## config.mk

```make
export PLATFORM = sky130hd
export DESIGN_NAME = display_scan_ctrl
export DESIGN_NICKNAME = d
export VERILOG_FILES = /design/src/rtl/display_scan_ctrl_pkg.sv /design/src/rtl/display_scan_ctrl_seg7_decode.sv /design/src/rtl/display_scan_ctrl.sv
export SDC_FILE = /design/constraint.sdc
export NUM_CORES = 1
export LEC_CHECK = 0
export BUFFER_PORTS_ARGS = -buffer_cell sky130_fd_sc_hd__buf_2
export CAP_MARGIN = 20
export CORE_MARGIN = 3
export CORE_UTILIZATION = 62
export CTS_BUF_LIST = sky130_fd_sc_hd__clkbuf_4
export DETAILED_ROUTE_END_ITERATION = 8
export GPL_ROUTABILITY_DRIVEN = 1
export PLACE_DENSITY = 0.87
export SLEW_MARGIN = 20
export SYNTH_ARGS = -nofsm -noshare
export SYNTH_HDL_FRONTEND = slang
export SYNTH_SLANG_ARGS = --single-unit
```

## constraint.sdc

```tcl
create_clock -name clk -period 4.7 [get_ports clk]
set_input_delay 0.705 -clock clk [delete_from_list [all_inputs] [get_ports clk]]
set_output_delay 0.705 -clock clk [all_outputs]
set_load 0.02 [all_outputs]
```

## src/rtl/display_scan_ctrl_pkg.sv

```systemverilog
// Shared definitions for the multiplexed 4-digit seven-segment scanner:
// FSM encoding, active-low segment patterns and anode helpers.
package display_scan_ctrl_pkg;

  typedef enum logic {
    ST_BLANK = 1'b0,
    ST_DRIVE = 1'b1
  } scan_state_t;

  // Active-low segment patterns, bit order {g,f,e,d,c,b,a}
  localparam logic [6:0] SEG_BLANK = 7'h7F;
  localparam logic [6:0] SEG_0     = 7'h40;
  localparam logic [6:0] SEG_1     = 7'h79;
  localparam logic [6:0] SEG_2     = 7'h24;
  localparam logic [6:0] SEG_3     = 7'h30;
  localparam logic [6:0] SEG_4     = 7'h19;
  localparam logic [6:0] SEG_5     = 7'h12;
  localparam logic [6:0] SEG_6     = 7'h02;
  localparam logic [6:0] SEG_7     = 7'h78;
  localparam logic [6:0] SEG_8     = 7'h00;
  localparam logic [6:0] SEG_9     = 7'h10;

  localparam logic [3:0] ANODE_OFF = 4'b1111;

  function automatic logic [3:0] anode_for_slot(input logic [1:0] s);
    return ~(4'b0001 << s);
  endfunction

endpackage

```

## src/rtl/display_scan_ctrl_seg7_decode.sv

```systemverilog
// Combinational BCD to active-low seven-segment decoder; codes A-F render
// as a dark digit.
module seg7_decode
  import display_scan_ctrl_pkg::*;
(
  input  logic [3:0] code,
  output logic [6:0] seg
);

  always_comb begin
    seg = SEG_BLANK;
    case (code)
      4'd0:    seg = SEG_0;
      4'd1:    seg = SEG_1;
      4'd2:    seg = SEG_2;
      4'd3:    seg = SEG_3;
      4'd4:    seg = SEG_4;
      4'd5:    seg = SEG_5;
      4'd6:    seg = SEG_6;
      4'd7:    seg = SEG_7;
      4'd8:    seg = SEG_8;
      4'd9:    seg = SEG_9;
      default: seg = SEG_BLANK;
    endcase
  end

endmodule

```

## src/rtl/display_scan_ctrl.sv

```systemverilog
// Four-digit multiplexed display scanner with anti-ghost blanking, per-digit
// blink, decimal points and leading-zero suppression of the leftmost digit.
module display_scan_ctrl
  import display_scan_ctrl_pkg::*;
#(
  parameter int PRESCALE     = 100000,
  parameter int BLANK_CYCLES = 16,
  parameter int BLINK_DIV    = 50
) (
  input  logic        clk,
  input  logic        rst,
  input  logic [15:0] digits,
  input  logic [3:0]  blink_mask,
  input  logic [3:0]  dp_mask,
  input  logic        lz_blank,
  output logic [3:0]  anode,
  output logic [6:0]  seg,
  output logic        dp,
  output logic [1:0]  slot,
  output logic        frame_done
);

  localparam int CW = $clog2(PRESCALE);
  localparam int FW = (BLINK_DIV > 1) ? $clog2(BLINK_DIV) : 1;

  scan_state_t   state_reg;
  logic [CW-1:0] cnt_reg;
  logic [1:0]    slot_reg;
  logic [3:0]    code_reg;
  logic          blink_bit_reg;
  logic          dp_bit_reg;
  logic          blink_phase_reg;
  logic [FW-1:0] frame_cnt_reg;

  logic [3:0] slot_code [4];
  logic [6:0] dec_seg;
  logic       cnt_last;
  logic       frame_end;
  logic       suppress;

  genvar gi;
  generate
    for (gi = 0; gi < 4; gi++) begin : g_slot_code
      assign slot_code[gi] = digits[gi*4 +: 4];
    end
  endgenerate

  seg7_decode u_seg7_decode (
    .code (code_reg),
    .seg  (dec_seg)
  );

  assign cnt_last  = (cnt_reg == CW'(PRESCALE - 1));
  assign frame_end = cnt_last && (slot_reg == 2'd3);
  assign suppress  = (blink_phase_reg && blink_bit_reg) ||
                     (lz_blank && (slot_reg == 2'd3) && (code_reg == 4'd0));

  always_ff @(posedge clk or posedge rst) begin
    if (rst) begin
      state_reg       <= ST_BLANK;
      cnt_reg         <= '0;
      slot_reg        <= 2'd0;
      code_reg        <= 4'd0;
      blink_bit_reg   <= 1'b0;
      dp_bit_reg      <= 1'b0;
      blink_phase_reg <= 1'b0;
      frame_cnt_reg   <= '0;
      anode           <= ANODE_OFF;
      seg             <= SEG_BLANK;
      dp              <= 1'b1;
      slot            <= 2'd0;
      frame_done      <= 1'b0;
    end else begin
      if (cnt_last) begin
        cnt_reg   <= '0;
        slot_reg  <= slot_reg + 2'd1;
        state_reg <= ST_BLANK;
      end else begin
        cnt_reg <= cnt_reg + CW'(1);
        if (cnt_reg == CW'(BLANK_CYCLES - 1))
          state_reg <= ST_DRIVE;
      end

      // Snapshot the new slot's inputs on its first cycle so that
      // mid-slot input changes cannot tear the displayed digit.
      if (cnt_reg == '0) begin
        code_reg      <= slot_code[slot_reg];
        blink_bit_reg <= blink_mask[slot_reg];
        dp_bit_reg    <= dp_mask[slot_reg];
      end

      if (frame_end) begin
        if (frame_cnt_reg == FW'(BLINK_DIV - 1)) begin
          frame_cnt_reg   <= '0;
          blink_phase_reg <= ~blink_phase_reg;
        end else begin
          frame_cnt_reg <= frame_cnt_reg + FW'(1);
        end
      end

      slot       <= slot_reg;
      frame_done <= frame_end;

      // The blank window at each slot start keeps old and new anodes
      // from ever overlapping during the handover.
      if (state_reg == ST_BLANK || suppress) begin
        anode <= ANODE_OFF;
        seg   <= SEG_BLANK;
        dp    <= 1'b1;
      end else begin
        anode <= anode_for_slot(slot_reg);
        seg   <= dec_seg;
        dp    <= ~dp_bit_reg;
      end
    end
  end

endmodule

```

==> run summary, run 1 <==
Status = finished, final reports clean
Worst-margin pin slew = 917 ps
Crit path launch type = register
Netlist cell types = 41
Crit path launch = cnt_reg[0]$_DFF_PP0_
RSZ-0062 raised after global routing = no
DRT Wirelength = 4.70 mm
Peak VDD IR = 0.000183 V
Post-CTS Resized = 0
Clock Pin Slew Worst Setup and Hold Paths = 120 ps
Multi-input logic area = 1170 sq um
Final GP Congestion = 0.918
CTS Buffer Depth = 2
Core Area = 3740 sq um
Fin cells = 310
CTS tree = done
First-pass GRT wire length = 8.36 mm
Clock power frac = 27.7%
NetSw = 0.000157 W
Main synth FF type = dfrtp_1
Die ar. = 4790 sq um
H-tree levels = 2
Share of cells above drive strength 1 = 32.4%
Fin area = 2760 sq um
GRT Resource Usage Total = 21.5%
Arrival time worst endpoint = 2730 ps
Area growth from synthesis to layout = 11.4%
Max Cap Viol = 0
Comb pwr share = 7.6%
Synthesized Nets = 263
Largest net degree at the start of global routing = 49
Via density = 5.71
Post-synthesis cell area = 2470 sq um
Internal = 0.000509 W
Ys async rst share = 100%
Antenna violations before repair = 0
Critical path fanouts, max = 18
Skew-Pair Late Insertion Delay = 360 ps
Seq/Total Area, Yosys = 49.1%
Critical path type = reg2reg
Die width = 69.2 microns
Vias in the first global route = 1872
HP Class = reg2reg
Row cnt = 22
Routed WL per cell = 15.2 microns
Final Net Count = 301
Vias = 1770
Final antenna diode count = 0
Hold path startpoint = dp_bit_reg$_DFFE_PP0N_
Clock Skews = 12.3 ps
Reg power frac = 64.7%
Iter 0 DRT Violations = 94
Reg area = 1220 sq um
Leakage Power = 1.24 nW
Cell Area, Placed = 2700 sq um
Root Driver = clkbuf_4
Slew HR = 38.3%
Yosys reg bits = 48
Syn Inst Count = 223
Sw Ratio = 23.5%
Initial core utilization = 66.1%
Post-Syn Area per Cell = 11.1 sq um
Pwr dens = 242 nW/um^2
Post-DP HPWL = 3.54 mm
Setup bufs post-CTS = 0
Largest register FFs = 17
Post-route DRC = 0
Final setup fails = 0
Placed cells = 302
Clock sink total = 48
Setup TNS = 0 ps
Port buffer count = 41
Fillers = 275
Chip height = 69.2 microns
Crit share post-route = 52.7%
Post-layout min period = 2480 ps
Yosys warns = 0
Req. time, crit path = 4950 ps
R2r startpoint = cnt_reg[0]$_DFF_PP0_
Total CTS buffers = 5
Final slew viol count = 0
Num ports = 42
Final ANT Viol Nets = 0
Fmax = 404 MHz
Final Hold Fails = 0
Overall Power = 0.000666 W
Number of synthesized flops with an enable pin = 0
Drt first pass iters = 4
Gr ovfl total = 0
Hold Buf Count CTS = 0
Setup crit end kind = register
-- synthesized netlist by cell type, drive strengths merged (4+ instances only) --
library cell | number | area share (%)
a21oi | 6 | 1.2
clkbuf | 8 | 1.3
dfrtp | 36 | 36
dfstp | 12 | 13
ha | 13 | 6.6
inv | 14 | 2.1
mux2 | 9 | 4.1
mux4 | 6 | 5.5
nand2 | 19 | 2.9
nand3 | 8 | 1.6
nand4 | 6 | 1.5
nor2 | 19 | 2.9
nor3 | 5 | 1.0
nor4 | 4 | 1.6
o21ai | 9 | 1.8
xnor2 | 13 | 4.6
-- logic make-up after synthesis --
| group | synth area share (%) |
|---|---|
| adders and majority gates | 6.57 |
| muxes | 9.56 |
| xor gates and xnor gates | 5.66 |
| AOI/OAI and AO/OA | 5.16 |
| DFF | 49.1 |
| buffers and inverters | 3.79 |
| and+or+nand+nor | 20.1 |
-- per-stage QoR --
| step | worst slack (ps) | util (%) | hold slack [ps] |
|---|---|---|---|
| 2_1_floorplan | 2680 | - | 368 |
| 3_3_place_gp | 2250 | 72.1 | 378 |
| 3_5_place_dp | 2270 | 72.2 | 385 |
| 4_1_cts | 2250 | 73.6 | 404 |
| 5_1_grt | 2040 | 73.6 | 424 |
| 6_report | 2220 | 73.6 | 401 |
-- worst max-delay path: stages, from the launching register on --
cell and delay (ps):
dfrtp_1 440, ha_1 230, nand4_1 270, nor4_4 880
nand2_1 230, mux2_2 320
-- cells in the final DEF, fill, tap and decap left out, types with 2 or more instances in the layout --
cell type   n
o22ai_1     3
mux4_2      6
nor2b_1     2
nand2b_1    3
nor3_1      5
dfstp_2    12
and4_2      2
clkbuf_4    6
inv_1      13
clkinv_1    2
nand3_1     8
mux2_2      9
xor2_1      3
and3_1      3
ha_1       13
buf_2      41
o21ai_0     9
nand3b_1    2
nand2_1    19
nor2_1     19
or3_1       2
xnor2_1    13
dfrtp_1    36
a21oi_1     6
nor4_1      3
nand4_1     6
-- cell type report --
class	count	area share (%)
timing repair buffer	41	7.44
clock buffer	6	1.63
inverter	14	1.91
clock inverter	2	0.272
sequential	48	44.1
tap	48	2.18
multi-input combinational	151	42.4
-- worst paths after layout --
| path | endpoint | slack, ps | cells after the start |
|---|---|---|---|
| max | frame_cnt_reg[1]$_DFFE_PP0P_ | 2220 | 5 |
| min | dp$_DFF_PP1_ | 400 | 1 |
| max reg2reg | frame_cnt_reg[1]$_DFFE_PP0P_ | 2220 | 5 |
| min reg2reg | dp$_DFF_PP1_ | 400 | 1 |
| max in group asynchronous | cnt_reg[12]$_DFF_PP0_ | 3590 | 2 |
| min in group asynchronous | code_reg[1]$_DFFE_PP0N_ | 530 | 2 |
-- power by group through the flow --
stage          clock network, W  logic [W]  registers (W)
6_report               0.000184  0.0000507       0.000431
5_1_grt                0.000211  0.0000566       0.000433
4_1_cts                0.000191  0.0000517       0.000431
3_5_place_dp                  0  0.0000516       0.000439
3_3_place_gp                  0  0.0000499       0.000438
2_1_floorplan                 0  0.0000246       0.000444
-- per-layer routing --
layer | part of all wire (%) | track usage (%) | up-vias | routed length (microns)
li1 | - | - | 853 | -
met1 | 42 | 27.8 | 860 | 1980
met2 | 51 | 35.1 | 45 | 2380
met3 | 4.8 | 5.22 | 12 | 227
met4 | 2.4 | 8.46 | 0 | 112
met5 | 0 | 0 | - | 0
Note: power is estimated with default switching activity, not from simulation.
==> inputs of run 2 (changes only) <==
--- a/config.mk
+++ b/config.mk
@@ -8,11 +8,11 @@
 export BUFFER_PORTS_ARGS = -buffer_cell sky130_fd_sc_hd__buf_2
 export CAP_MARGIN = 20
 export CORE_MARGIN = 3
-export CORE_UTILIZATION = 62
+export CORE_UTILIZATION = 52
 export CTS_BUF_LIST = sky130_fd_sc_hd__clkbuf_4
 export DETAILED_ROUTE_END_ITERATION = 8
 export GPL_ROUTABILITY_DRIVEN = 1
-export PLACE_DENSITY = 0.87
+export PLACE_DENSITY = 0.78
 export SLEW_MARGIN = 20
 export SYNTH_ARGS = -nofsm -noshare
 export SYNTH_HDL_FRONTEND = slang
==> constraint.sdc (replaced) <==
create_clock -name clk -period 2.2 [get_ports clk]
set_input_delay 0.33 -clock clk [delete_from_list [all_inputs] [get_ports clk]]
set_output_delay 0.33 -clock clk [all_outputs]
set_load 0.02 [all_outputs]
==> run summary, run 2 (same netlist as run 1, synthesis figures left out) <==
Peak VDD IR = 0.000443 V (was 0.000183 V)
Final slew viol count = 0 (unchanged)
Iter 0 DRT Violations = 140 (was 94)
Critical path type = reg2reg (unchanged)
Largest net degree at the start of global routing = 23 (was 49)
Setup ws final = 65.7 ps (was 2220 ps)
Final setup fails = 0 (unchanged)
Gr ovfl total = 0 (unchanged)
Met1 Use GR = 26.1% (was 27.8%)
Largest register FFs = 17 (unchanged)
Vias = 1802 (was 1770)
Critical-path cell list = or4_4, nand4b_4, nor4b_4, buf_4, mux2_2 (was ha_1, nand4_1, nor4_4, nand2_1, mux2_2)
Clock sink total = 48 (unchanged)
Post-layout min period = 2130 ps (was 2480 ps)
DRT Wirelength = 4.88 mm (was 4.70 mm)
Final antenna diode count = 0 (unchanged)
Gr busiest metal = met2 (unchanged)
Area growth from synthesis to layout = 16.2% (was 11.4%)
Clock Pin Slew Worst Setup and Hold Paths = 150 ps (was 120 ps)
Drt first pass iters = 4 (unchanged)
Antenna violations before repair = 0 (unchanged)
Crit path launch type = register (unchanged)
Die width = 75.0 microns (was 69.2 microns)
Row cnt = 24 (was 22)
Met2 GRT Util = 32.2% (was 35.1%)
Final ANT Viol Nets = 0 (unchanged)
Routed WL per cell = 15.0 microns (was 15.2 microns)
Place WS = 51.8 ps (was 2270 ps)
H-tree levels = 2 (unchanged)
Worst-margin pin slew = 490 ps (was 917 ps)
Met3 Use GR = 4.14% (was 5.22%)
Post-DP HPWL = 3.61 mm (was 3.54 mm)
Critical path fanouts, max = 6 (was 18)
First-pass GRT wire length = 8.39 mm (was 8.36 mm)
HP Class = in2reg (was reg2reg)
Setup TNS = 0 ps (unchanged)
Pwr dens = 541 nW/um^2 (was 242 nW/um^2)
Commonest cells after routing, fill and taps aside = buf_2 (41), dfrtp_1 (36), nand2_1 (19), nor2_1 (19) (unchanged)
Initial core utilization = 55.3% (was 66.1%)
Root Driver = clkbuf_4 (unchanged)
Final Hold Fails = 0 (unchanged)
Total CTS buffers = 5 (unchanged)
Slew HR = 67.3% (was 38.3%)
Overall Power = 0.00156 W (was 0.000666 W)
RSZ-0062 raised after global routing = no (unchanged)
Post-route DRC = 0 (unchanged)
Fmax = 469 MHz (was 404 MHz)
CTS Buffer Depth = 2 (unchanged)
Crit share post-route = 97.0% (was 52.7%)
Core Area = 4470 sq um (was 3740 sq um)
Setup crit end kind = register (unchanged)
Arrival time worst endpoint = 2400 ps (was 2730 ps)
Port buffer count = 41 (unchanged)
Comb pwr share = 7.2% (was 7.6%)
NetSw = 0.000359 W (was 0.000157 W)
Die ar. = 5620 sq um (was 4790 sq um)
Vias in the first global route = 1809 (was 1872)
Skew-Pair Late Insertion Delay = 380 ps (was 360 ps)
Chip height = 75.0 microns (was 69.2 microns)
Largest stage delay on the critical path = 570 ps (was 880 ps)
GRT Resource Usage Total = 20.1% (was 21.5%)
Num ports = 42 (unchanged)
Req. time, crit path = 2460 ps (was 4950 ps)
Most common cell after layout, fill and taps aside = buf_2 (unchanged)
Reg power frac = 59.2% (was 64.7%)
Leakage Power = 1.31 nW (was 1.24 nW)
Placed cells = 315 (was 302)
Final GP Congestion = 0.844 (was 0.918)
Final Net Count = 313 (was 301)
Core Util, Final = 64.3% (was 73.6%)
CTS tree = done (unchanged)
Internal = 0.00120 W (was 0.000509 W)
Clock Skews = 14.2 ps (was 12.3 ps)
Share of cells above drive strength 1 = 35.4% (was 32.4%)
Via density = 5.53 (was 5.71)
Max Cap Viol = 0 (unchanged)
Clock power frac = 33.6% (was 27.7%)
Status = finished, final reports clean (unchanged)
Sw Ratio = 23.0% (was 23.5%)
Critical Path Slowest Stage Cell = or4_4 (was nor4_4)
Fin cells = 326 (was 310)
[run 2: changes by cell type in the layout (fill, tap and decap cells not counted), sizes merged]
cell and change:
clkbuf -1, clkinv -1, clkinvlp +1, bufinv +1, dlygate4sd3 +1, buf +11
[run 2: worst max-delay path: cells and delay by family (launching register included)]
kind	cells	cell delay (ps)
mux	1	340
simple gates	3	1070
buf+inv	1	190
flops	1	430
[run 2: per-stage QoR]
step / hold slack, ps / instance area, sq um
after global routing: 386 / 2880
after floorplan: 368 / 2470
after CTS: 382 / 2860
final: 390 / 2880
after global placement: 354 / 2770
after detailed placement: 355 / 2770
[run 2: final timing paths]
check	startpoint	to	slack (ps)	cells after the start
setup / recovery	cnt_reg[11]$_DFF_PP0_	code_reg[2]$_DFFE_PP0N_	70	5
hold / removal	digits[3]	code_reg[3]$_DFFE_PP0N_	390	3
setup reg to reg	cnt_reg[11]$_DFF_PP0_	code_reg[2]$_DFFE_PP0N_	70	5
hold reg to reg	dp_bit_reg$_DFFE_PP0N_	dp$_DFF_PP1_	420	1
max in group asynchronous	rst	anode[0]$_DFF_PP1_	1100	4
min in group asynchronous	rst	code_reg[1]$_DFFE_PP0N_	470	3
[run 2: timing repair]
action / 4_1_cts / 5_1_grt
hold buffers: 1 / 0
setup endpoints to repair: 0 / 6
endpoints found under the hold margin: 11 / 0
resized for setup: 0 / 0
buffers inserted: 0 / 2
[run 2: routing by layer]
metal / wire length, microns / share of wire, %
met3: 173 / 3.5
met5: 0 / 0
met1: 2180 / 45
met2: 2410 / 49
met4: 106 / 2.2
[run 2: area by class of cell]
class                           count  area (sq um)
Sequential cell                    48          1220
Inverter                           14          52.6
Clock inverter                      3          42.5
Fill cell                         360          1600
Clock buffer                        5          37.5
Multi-Input combinational cell    151          1160
Tap cell                           52          65.1
Timing Repair Buffer               53           298
[run 2: power by group through the flow]
| stage | clock [W] | sequential (W) | combinational (W) |
|---|---|---|---|
| 5_1_grt | 0.000567 | 0.000925 | 0.000127 |
| 2_1_floorplan | 0 | 0.000949 | 0.0000526 |
| 4_1_cts | 0.000533 | 0.000921 | 0.000115 |
| 6_report | 0.000523 | 0.000921 | 0.000113 |
| 3_3_place_gp | 0 | 0.000936 | 0.000110 |
| 3_5_place_dp | 0 | 0.000937 | 0.000113 |
==> inputs of run 3 (changes only) <==
--- a/config.mk
+++ b/config.mk
@@ -10,6 +10,7 @@
 export CORE_MARGIN = 3
 export CORE_UTILIZATION = 52
 export CTS_BUF_LIST = sky130_fd_sc_hd__clkbuf_4
+export CTS_CLUSTER_SIZE = 20
 export DETAILED_ROUTE_END_ITERATION = 8
 export GPL_ROUTABILITY_DRIVEN = 1
 export PLACE_DENSITY = 0.78
==> constraint.sdc (replaced) <==
create_clock -name clk -period 2.2 [get_ports clk]
set_input_delay 0.44 -clock clk [delete_from_list [all_inputs] [get_ports clk]]
set_output_delay 0.44 -clock clk [all_outputs]
set_load 0.02 [all_outputs]
==> run summary, run 3 (same netlist as run 1, synthesis figures left out) <==
Status = finished, final reports clean (unchanged)
Clock Skews = 17.7 ps (was 14.2 ps)
Area growth from synthesis to layout = 15.3% (was 16.2%)
Clock sink total = 48 (unchanged)
Final Hold Fails = 0 (unchanged)
Skew-Pair Late Insertion Delay = 370 ps (was 380 ps)
Internal = 0.00109 W (was 0.00120 W)
First-pass GRT wire length = 8.27 mm (was 8.39 mm)
Critical-path cell list = or4_4, nand4b_4, nor4b_4, buf_6, mux2_2 (was or4_4, nand4b_4, nor4b_4, buf_4, mux2_2)
Largest net degree at the start of global routing = 28 (was 23)
Row cnt = 24 (unchanged)
H-tree levels = 2 (unchanged)
Fmax = 479 MHz (was 469 MHz)
Pwr dens = 504 nW/um^2 (was 541 nW/um^2)
Critical path fanouts, max = 6 (unchanged)
Clock power frac = 28.3% (was 33.6%)
Final slew viol count = 0 (unchanged)
Port buffer count = 41 (unchanged)
Leakage Power = 1.30 nW (was 1.31 nW)
Setup TNS = 0 ps (unchanged)
Total CTS buffers = 5 (unchanged)
Commonest cells after routing, fill and taps aside = buf_2 (41), dfrtp_1 (36), nand2_1 (19), nor2_1 (19) (unchanged)
Largest register FFs = 17 (unchanged)
Die ar. = 5620 sq um (unchanged)
NetSw = 0.000345 W (was 0.000359 W)
Vias in the first global route = 1753 (was 1809)
Sw Ratio = 24.0% (was 23.0%)
Crit share post-route = 94.8% (was 97.0%)
Via density = 5.40 (was 5.53)
Final ANT Viol Nets = 0 (unchanged)
Clock Pin Slew Worst Setup and Hold Paths = 140 ps (was 150 ps)
Root Driver = clkbuf_4 (unchanged)
Fin area = 2850 sq um (was 2880 sq um)
Die width = 75.0 microns (unchanged)
DRT Wirelength = 4.74 mm (was 4.88 mm)
Final setup fails = 0 (unchanged)
Chip height = 75.0 microns (unchanged)
Gr ovfl total = 0 (unchanged)
Fillers = 352 (was 360)
Critical path type = reg2reg (unchanged)
Comb pwr share = 7.6% (was 7.2%)
Slew HR = 64.5% (was 67.3%)
Worst reg-to-reg setup slack = 110 ps (was 70 ps)
Initial core utilization = 55.3% (unchanged)
Share of cells above drive strength 1 = 35.4% (unchanged)
Final antenna diode count = 0 (unchanged)
Num ports = 42 (unchanged)
Final GP Congestion = 0.873 (was 0.844)
Arrival time worst endpoint = 2360 ps (was 2400 ps)
Top delay family on crit path = simple AND/OR/NAND/NOR gates (unchanged)
HP Class = in2async (was in2reg)
Max Cap Viol = 0 (unchanged)
Antenna violations before repair = 0 (unchanged)
Core Area = 4470 sq um (unchanged)
Req. time, crit path = 2470 ps (was 2460 ps)
Vias = 1759 (was 1802)
Post-DP HPWL = 3.63 mm (was 3.61 mm)
Setup crit end kind = register (unchanged)
Final Net Count = 313 (unchanged)
Most common cell after layout, fill and taps aside = buf_2 (unchanged)
Critical Path Slowest Stage Cell = or4_4 (unchanged)
RSZ-0062 raised after global routing = no (unchanged)
Cell Area, Placed = 2780 sq um (was 2770 sq um)
Peak VDD IR = 0.000351 V (was 0.000443 V)
Post-layout min period = 2090 ps (was 2130 ps)
GRT Resource Usage Total = 19.9% (was 20.1%)
CTS Buffer Depth = 2 (unchanged)
CTS tree = done (unchanged)
Worst-margin pin slew = 532 ps (was 490 ps)
Reg power frac = 64.0% (was 59.2%)
Crit path launch type = register (unchanged)
Routed WL per cell = 14.5 microns (was 15.0 microns)
Post-route DRC = 0 (unchanged)
Largest stage delay on the critical path = 580 ps (was 570 ps)
CP bufs+invs = 1 (unchanged)
Drt first pass iters = 4 (unchanged)
Iter 0 DRT Violations = 128 (was 140)
==> run 3: cell count changes in the layout (fill, tap and decap cells not counted), sizes merged <==
cell	change
dlygate4sd3	-1
bufinv	-1
clkbuf	+1
buf	+1
==> run 3: worst paths after layout <==
check | endpoint | cells after the start | startpoint
max | code_reg[2]$_DFFE_PP0N_ | 5 | cnt_reg[11]$_DFF_PP0_
min | code_reg[3]$_DFFE_PP0N_ | 2 | rst
max reg2reg | code_reg[2]$_DFFE_PP0N_ | 5 | cnt_reg[11]$_DFF_PP0_
min reg2reg | dp$_DFF_PP1_ | 1 | dp_bit_reg$_DFFE_PP0N_
max in group asynchronous | anode[1]$_DFF_PP1_ | 3 | rst
min in group clk | dp$_DFF_PP1_ | 1 | dp_bit_reg$_DFFE_PP0N_
==> run 3: stage by stage <==
step	worst slack, ps	std cells	utilization (%)	hold WS [ps]	total power (W)
floorplan	185	223	-	368	0.00100
global placement	96.6	316	62.1	406	0.00105
detailed placement	18.6	316	62.1	408	0.00105
CTS	30.7	325	63.5	105	0.00146
global route	56.8	326	63.8	122	0.00150
finish	114	326	63.8	85.7	0.00144
==> run 3: power by group through the flow <==
stage               sequential, W  combinational, W  clock [W]
finish                   0.000921          0.000110   0.000407
CTS                      0.000921          0.000112   0.000423
global placement         0.000936          0.000110          0
detailed placement       0.000937          0.000112          0
floorplan                0.000949         0.0000526          0
global route             0.000925          0.000124   0.000455
==> run 3: per-layer routing <==
layer | up-vias | wire length [microns] | share of wire (%) | track usage, %
met2 | 34 | 2320 | 49 | 30.5
met4 | 0 | 112 | 2.4 | 10.1
met3 | 9 | 166 | 3.5 | 3.87
met5 | - | 0 | 0 | 0
li1 | 874 | - | - | -
met1 | 842 | 2140 | 45 | 26.9
==> run 3: layout make-up <==
cell class	instances	area [sq um]	area share, %
inverter	14	52.6	1.84
tap	52	65.1	2.28
clock buffer	6	45.0	1.58
sequential	48	1220	42.6
clock inverter	2	11.3	0.395
timing repair buffer	53	299	10.5
multi-input combinational	151	1160	40.8
==> run 3: what timing repair did <==
action / CTS / global route
setup buffers: 1 / 1
hold buffers: 0 / 0
setup endpoints to repair: 2 / 6
gates resized for setup: 0 / 1
pin swaps: 1 / 1
gates cloned: 0 / 0
